[config.mk]
export PLATFORM = sky130hd
export DESIGN_NAME = nibble_serial_adder_ctrl
export DESIGN_NICKNAME = d
export VERILOG_FILES = /design/src/rtl/nibble_serial_adder_ctrl_pkg.sv /design/src/rtl/nibble_add_cin.sv /design/src/rtl/nibble_serial_adder_ctrl.sv
export SDC_FILE = /design/constraint.sdc
export NUM_CORES = 1
export LEC_CHECK = 0
export CORE_UTILIZATION = 41
export DETAILED_ROUTE_END_ITERATION = 10
export PLACE_DENSITY = 0.73
export SETUP_SLACK_MARGIN = 0.05
export SLEW_MARGIN = 25
export SYNTH_ARGS = -nofsm -noshare
export SYNTH_HDL_FRONTEND = slang
export SYNTH_HIERARCHICAL = 1
export SYNTH_SLANG_ARGS = --single-unit
[constraint.sdc]
create_clock -name clk -period 4.8 [get_ports clk]
set_input_delay 0.48 -clock clk [delete_from_list [all_inputs] [get_ports clk]]
set_output_delay 0.48 -clock clk [all_outputs]
set_load 0.03 [all_outputs]
[src/rtl/nibble_serial_adder_ctrl_pkg.sv]
// Shared constants, FSM encoding and width helper for the nibble-serial adder.
package nibble_serial_adder_ctrl_pkg;

  localparam int NIB_W = 4;

  typedef enum logic [1:0] {
    ST_IDLE = 2'd0,
    ST_RUN  = 2'd1,
    ST_DONE = 2'd2
  } state_e;

  // Index width; a floor of 1 keeps the counter legal for the smallest operand.
  function automatic int clog2(input int n);
    int r;
    r = 0;
    while ((1 << r) < n) r++;
    return (r < 1) ? 1 : r;
  endfunction

endpackage

[src/rtl/nibble_add_cin.sv]
// Combinational 4-bit ripple-carry slice with explicit carry-in.
module nibble_add_cin
  import nibble_serial_adder_ctrl_pkg::*;
(
  input  logic [NIB_W-1:0] a,
  input  logic [NIB_W-1:0] b,
  input  logic             cin,
  output logic [NIB_W-1:0] sum,
  output logic             cout
);

  logic [NIB_W:0] c;

  assign c[0] = cin;

  for (genvar i = 0; i < NIB_W; i++) begin : g_fa
    assign sum[i]   = a[i] ^ b[i] ^ c[i];
    assign c[i + 1] = (a[i] & b[i]) | (c[i] & (a[i] ^ b[i]));
  end

  assign cout = c[NIB_W];

endmodule

[src/rtl/nibble_serial_adder_ctrl.sv]
// Adds or subtracts two wide operands through one shared 4-bit slice, LSB nibble first.
module nibble_serial_adder_ctrl
  import nibble_serial_adder_ctrl_pkg::*;
#(
  parameter int NIBBLES = 4,
  localparam int W      = NIB_W * NIBBLES
) (
  input  logic         clk,
  input  logic         rst,
  input  logic         in_valid,
  output logic         in_ready,
  input  logic [W-1:0] a,
  input  logic [W-1:0] b,
  input  logic         sub,
  output logic         out_valid,
  input  logic         out_ready,
  output logic [W-1:0] sum,
  output logic         cout,
  output logic         overflow
);

  localparam int                 IDX_W    = clog2(NIBBLES);
  localparam logic [IDX_W-1:0]   IDX_LAST = IDX_W'(NIBBLES - 1);

  state_e           state_q, state_d;
  logic [W-1:0]     a_q, a_d, b_q, b_d, res_q, res_d;
  logic             sub_q, sub_d, carry_q, carry_d, cout_q, cout_d, ovf_q, ovf_d;
  logic [IDX_W-1:0] idx_q, idx_d;

  logic [NIB_W-1:0] nib_a, nib_b, nib_sum;
  logic             nib_cout;

  // B is inverted nibble by nibble; the +1 of two's complement enters as the initial carry.
  assign nib_a = a_q[idx_q*NIB_W +: NIB_W];
  assign nib_b = b_q[idx_q*NIB_W +: NIB_W] ^ {NIB_W{sub_q}};

  nibble_add_cin u_slice (
    .a    (nib_a),
    .b    (nib_b),
    .cin  (carry_q),
    .sum  (nib_sum),
    .cout (nib_cout)
  );

  always_ff @(posedge clk) begin
    if (rst) begin
      state_q <= ST_IDLE;
      a_q     <= '0;
      b_q     <= '0;
      sub_q   <= 1'b0;
      res_q   <= '0;
      carry_q <= 1'b0;
      idx_q   <= '0;
      cout_q  <= 1'b0;
      ovf_q   <= 1'b0;
    end else begin
      state_q <= state_d;
      a_q     <= a_d;
      b_q     <= b_d;
      sub_q   <= sub_d;
      res_q   <= res_d;
      carry_q <= carry_d;
      idx_q   <= idx_d;
      cout_q  <= cout_d;
      ovf_q   <= ovf_d;
    end
  end

  always_comb begin
    state_d = state_q;
    a_d     = a_q;
    b_d     = b_q;
    sub_d   = sub_q;
    res_d   = res_q;
    carry_d = carry_q;
    idx_d   = idx_q;
    cout_d  = cout_q;
    ovf_d   = ovf_q;
    unique case (state_q)
      ST_IDLE: begin
        if (in_valid) begin
          a_d     = a;
          b_d     = b;
          sub_d   = sub;
          carry_d = sub;
          idx_d   = '0;
          res_d   = '0;
          state_d = ST_RUN;
        end
      end
      ST_RUN: begin
        res_d[idx_q*NIB_W +: NIB_W] = nib_sum;
        carry_d = nib_cout;
        if (idx_q == IDX_LAST) begin
          // Top nibble: its sign bits decide signed overflow; idx parks at the last nibble.
          cout_d  = nib_cout;
          ovf_d   = (nib_a[NIB_W-1] == nib_b[NIB_W-1]) && (nib_sum[NIB_W-1] != nib_a[NIB_W-1]);
          state_d = ST_DONE;
        end else begin
          idx_d = idx_q + 1'b1;
        end
      end
      ST_DONE: begin
        if (out_ready) state_d = ST_IDLE;
      end
      default: state_d = ST_IDLE;
    endcase
  end

  assign in_ready  = (state_q == ST_IDLE);
  assign out_valid = (state_q == ST_DONE);
  assign sum       = res_q;
  assign cout      = cout_q;
  assign overflow  = ovf_q;

endmodule

After elaboration in Yosys (flattened, before gate mapping). Index checks and enable logic that the tools add are counted. W data, S select, Z words.

$add $sub $neg: 2. Eq/ne operators: 9. Shift operators: 4. Multiplexer cells: 12. Bitwise gates (word level): 21. Reductions and logical operators: 8.

Operators with widths (count): $neg A4 Y34 (1); $shift A4 B34 Y16 const A (1); $shiftx A4 B34 Y16 (1); $pmux W16 S2 (1); $shiftx A16 B5 Y4 (2); $bwmux W16 (1); $mux W16 (1); $mux W2 (5); $and A1 B1 Y1 (8); $xor A1 B1 Y1 (8); $ne A2 B2 Y1 const B (3); $pmux W2 S3 (1); $reduce_and A2 Y1 (3); $reduce_and A3 Y1 (2); $eq A2 B2 Y1 const B (2); $or A1 B1 Y1 (4); $pmux W2 S2 (1); $xor A4 B4 Y4 (1); $add A2 B1 Y2 const B (1); $eq A2 B1 Y1 const B (1); $logic_not A2 Y1 (1); $ne A2 B1 Y1 const B (1); $pmux W1 S2 (1); $reduce_bool A2 Y1 (1); other kinds (4) (4).

Register bits: 56. Input port bits: 37. Output and inout port bits: 20. Logic and storage cells: 65.

Logic depth before layout (Yosys ltp).
Word-level depth: 13. Gate-level depth with buffers: 14. Mapped depth without buffers: 13.

By module. Netlist, hierarchy kept.

By module, submodules not included: nibble_serial_adder_ctrl (times used 1, cells an instance 270, area an instance 2398.6 um2, sequential area each 1121.1 um2); nibble_add_cin (times used 1, cells an instance 14, area an instance 117.6 um2, sequential area each 0.0 um2).

Least setup slack after synthesis. Ideal clock, no wire load.

Kind: reg-to-reg. Start point: reg idx_q[0]. End point: reg ovf_q (netlist: overflow). Setup time: 84 ps. Arrival: 3265 ps. Data required time: 4716 ps. Setup slack: 1451 ps. Stages on the path, launching flop included: 15. Buffers on the path: 1. Clock period less this slack: 3349 ps. Path through: dfxtp_1 buf_4 mux4_2 xor2_1 fa_1 inv_1 fa_1 inv_1 fa_1 inv_1 fa_1 inv_1 nor2b_1 mux2i_1 o31ai_2.

Longest elaborated chain between the ends: 12. Elaborated cells on any way between the ends: 22. Those cells by class: 3 x eq/ne; 2 x shift; 15 x bitwise; 2 x reduce/logical.

RTL lines: start, declared (line nibble_serial_adder_ctrl.sv:28) `logic [IDX_W-1:0] idx_q, idx_d;`; start signal, assigned (line nibble_serial_adder_ctrl.sv:63) `idx_q <= idx_d;`; $shiftx A16 B5 Y4 * (line nibble_serial_adder_ctrl.sv:35) `assign nib_b = b_q[idx_q*NIB_W +: NIB_W] ^ {NIB_W{sub_q}};`; $xor A4 B4 Y4 * (line nibble_serial_adder_ctrl.sv:35); net nib_b[0] (line nibble_serial_adder_ctrl.sv:30) `logic [NIB_W-1:0] nib_a, nib_b, nib_sum;`; $xor A1 B1 Y1 (line nibble_add_cin.sv:18) `assign c[i + 1] = (a[i] & b[i]) | (c[i] & (a[i] ^ b[i]));`; $and A1 B1 Y1 (line nibble_add_cin.sv:18); $or A1 B1 Y1 * (line nibble_add_cin.sv:18); $and A1 B1 Y1 * (line nibble_add_cin.sv:18); $or A1 B1 Y1 * (line nibble_add_cin.sv:18); $and A1 B1 Y1 * (line nibble_add_cin.sv:18); $or A1 B1 Y1 * (line nibble_add_cin.sv:18); $xor A1 B1 Y1 * (line nibble_add_cin.sv:17) `assign sum[i] = a[i] ^ b[i] ^ c[i];`; net nib_sum[3] (line nibble_serial_adder_ctrl.sv:30); $ne A1 B1 Y1 * (line nibble_serial_adder_ctrl.sv:97) `ovf_d = (nib_a[NIB_W-1] == nib_b[NIB_W-1]) && (nib_sum[NIB_W-1] != nib_a[NIB_W-1]);`; $logic_and A1 B1 Y1 * (line nibble_serial_adder_ctrl.sv:97); end signal, assigned (line nibble_serial_adder_ctrl.sv:65) `ovf_q <= ovf_d;`; end, declared (line nibble_serial_adder_ctrl.sv:27) `logic sub_q, sub_d, carry_q, carry_d, cout_q, cout_d, ovf_q, ovf_d;`.

Mark *: on every way through the listed nets, which the timed path passes. The rest lies on a longest branch. A chain may end at the register's enable or synchronous reset.

Worst setup path after layout.
Start point: reg idx_q[0]. End point: reg ovf_q (netlist: overflow).

Elaborated cells on any way between the ends: 22. Those cells by class: 3 x eq/ne; 2 x shift; 15 x bitwise; 2 x reduce/logical.

RTL lines: $shiftx A16 B5 Y4 * (line nibble_serial_adder_ctrl.sv:34) `assign nib_a = a_q[idx_q*NIB_W +: NIB_W];`; net nib_a[0] (line nibble_serial_adder_ctrl.sv:30); $xor A1 B1 Y1 (line nibble_add_cin.sv:18); $and A1 B1 Y1 (line nibble_add_cin.sv:18); $or A1 B1 Y1 * (line nibble_add_cin.sv:18); $and A1 B1 Y1 * (line nibble_add_cin.sv:18); $or A1 B1 Y1 * (line nibble_add_cin.sv:18); $and A1 B1 Y1 * (line nibble_add_cin.sv:18); $or A1 B1 Y1 * (line nibble_add_cin.sv:18); $xor A1 B1 Y1 * (line nibble_add_cin.sv:17); net nib_sum[3] (line nibble_serial_adder_ctrl.sv:30); $ne A1 B1 Y1 * (line nibble_serial_adder_ctrl.sv:97); $logic_and A1 B1 Y1 * (line nibble_serial_adder_ctrl.sv:97).

Marked as above.

==> flow_metrics.py <==
metrics = {
    "outcome": {
        "outcome": "finished clean",
    },
    "setup_path": {
        "end_kind": "flip-flop",
        "cp_cell_sequence": "buf_4 -> mux4_2 -> fa_1 -> inv_1 -> fa_1 -> inv_1 -> fa_1 -> inv_1 -> fa_1 -> inv_1 -> nor2b_1 -> mux2i_1 -> o31ai_2",
        "critPathKind": "reg2reg",
        "start_kind": "flip-flop",
        "critPathMaxFanout": 9,
        "cp_slowest_stage_delay_ns": 0.55,
        "cpMaxStageDelayCell": "dfxtp_1",
        "cp.arrival_ns": 3.79,
        "cp.required_ns": 5.03,
    },
    "global_route": {
        "grt_pass1_wl_um": 8960,
        "grtUsageTotal_pct": 18.0,
        "grt_overflow_total": 0,
        "grt_start_max_net_pins": 58,
        "grt_antenna_before_repair": 0,
        "grt_pass1_vias": 2002,
    },
    "final_layout": {
        "diodes": 0,
        "layout_commonest_cell": "nand2_1",
        "drive_gt1_share_pct": 7.83,
        "fill_cells": 558,
        "layout.nets": 378,
        "layout_common_cells": "77 x nand2_1, 56 x dfxtp_1, 55 x clkdlybuf4s50_1",
        "areaGrowthSynthToFinish_pct": 28.0,
    },
    "yosys": {
        "syn-num-nets": 331,
        "yosysSeqAreaShare_pct": 44.6,
        "avgSynthCellArea_um2": 8.86,
        "syn_area_um2": 2520,
        "netlist_instances": 284,
        "synth_cell_types": 30,
        "synth.top_cell.area_share_pct": 44.6,
        "ys_ff_latch": 56,
        "synth_warnings": 6,
        "yosys-top-cells-area": "dfxtp_1 45%, nand2_1 11%, a21oi_1 7.2%",
        "yosys.area.top_type": "dfxtp_1",
    },
    "cts": {
        "post_cts_buffers": 0,
        "cts_buffers": 5,
        "insertion_delay_ns": 0.31,
        "hold_buffers": 0,
        "clock_path_buffers": 2,
        "cts.reportedPaths.clkPinSlew_ns": 0.09,
        "clock-sinks": 56,
        "htree_levels": 2,
        "ctsResizeCount": 0,
        "cts-root-buf": "clkbuf_8",
        "cts_tree": "built",
    },
    "pwr": {
        "peakVddDrop_mv": 0.163,
        "p_per_area_nw_per_um2": 304,
        "leakagePower_nw": 1.22,
    },
    "floorplanning": {
        "initial_core_util_pct": 42.5,
        "ios": 57,
        "rows": 28,
        "fp.dieW_um": 80.3,
        "chipHeight_um": 80.3,
        "coreArea_um2": 5920,
        "die_area_um2": 6450,
    },
    "timing": {
        "skew_ns": 0.00595,
        "setup_violations": 0,
        "slew_headroom_pct": 34.1,
        "fin_tns_setup_ns": 0,
        "hold_viol_final": 0,
        "fin_crit_sh_pct": 74.1,
        "rsz0062_at_grt": "no",
        "maxSlewViolCount": 0,
        "tightest_slew_ns": 0.989,
        "hold_ws_ns": 0.457,
        "min_period_ns": 3.56,
        "timing.fmax_mhz": 281,
    },
    "routing": {
        "drt-vias-per-instance": 5.00,
        "met3_length_um": 197,
        "wl_per_cell_um": 12.7,
        "top_layer": "met4",
        "drc_errors": 0,
        "dr_wl_met2_um": 2510,
        "met1Wirelength_um": 2400,
        "ant_nets": 0,
        "first_pass_iters": 4,
        "drt_iter0_drc": 94,
        "via_count": 2033,
        "routed_wl_um": 5170,
    },
    "placement": {
        "place_congestion": 0.789,
        "dp_hpwl_um": 3750,
        "numPortBuffers": 56,
    },
    "flow_run": {
        "maxCapViolCount": 0,
    },
    "worst_hold_path": {
        "hp-class": "reg2reg",
    },
}
[where the power goes]
part | total, mW | internal (mW) | switching, mW
registers | 0.503 | 0.486 | 0.0169
clock network | 0.305 | 0.154 | 0.150
logic | 0.171 | 0.0788 | 0.0920
total | 0.979 | 0.719 | 0.259
[metal layers]
metal | track usage [%] | vias to the layer above
li1 | - | 1036
met1 | 22.0 | 945
met2 | 31.4 | 47
met3 | 3.07 | 5
met4 | 6.96 | 0
met5 | 0 | -
[flip-flops by register name, indices dropped and copies added, names as in the netlist]
register  flops
a_q          16
b_q          16
carry_q       1
cout          1
idx_q         2
overflow      1
state_q       2
sub_q         1
sum          16
[stage by stage]
step,setup slack [ns],util (%),instances,instance area (um2),power [mW]
after CTS,1.20,54.4,407,3220,0.986
after global routing,0.973,54.4,407,3220,1.03
after global placement,1.34,52.3,398,3090,0.681
final,1.24,54.4,407,3220,0.979
after detailed placement,1.24,52.5,399,3110,0.687
after floorplan,1.45,-,284,2520,0.621
[cell families after synthesis]
group           Yosys count  synth area share (%)
compound gates           59                  14.2
xor+xnor                  4                  1.69
fa+ha+maj                10                  6.17
buf+inv                  31                  5.32
flops                    56                  44.6
mux                       9                  7.56
simple gates            115                  20.5
[worst max-delay path: cells and delay by family (launching register included)]
kind            cells  cell delay [ns]
fa+ha+maj           4             1.35
buf+inv             5             0.63
simple gates        1             0.15
compound gates      1             0.16
flops               1             0.55
mux                 2             0.62
[layout make-up]
class / instances / area (um2) / share of cell area, %
clock buffers: 5 / 68.8 / 2.14
multi-input cells: 197 / 1270 / 39.4
repair buffers: 58 / 578 / 17.9
flip-flops and latches: 56 / 1120 / 34.8
well taps: 75 / 93.8 / 2.91
inverters: 13 / 48.8 / 1.52
clock inverters: 3 / 42.5 / 1.32
[worst paths after layout]
check                        startpoint               endpoint  slack, ns  cells past startpoint
setup / recovery  idx_q[0]$_SDFFE_PP0P_  overflow$_SDFFE_PP0P_       1.24                     13
hold / removal        cout$_SDFFE_PP0P_      cout$_SDFFE_PP0P_       0.46                      2
setup reg to reg  idx_q[0]$_SDFFE_PP0P_  overflow$_SDFFE_PP0P_       1.24                     13
hold reg to reg       cout$_SDFFE_PP0P_      cout$_SDFFE_PP0P_       0.46                      2
[Yosys cell counts (all sizes together)]
cell    instances
a21oi          36
nor2           20
buf            12
nand2          77
a21o            4
clkbuf          6
a32oi           1
nor2b           4
nand2b          4
mux4            8
a31oi           1
nand3           2
inv            13
xor2            4
a22oi          16
nor4            4
ha              6
nor3b           2
dfxtp          56
fa              4
mux2i           1
or2             1
nand3b          1
o31ai           1
(Power assumes the default switching activity.)
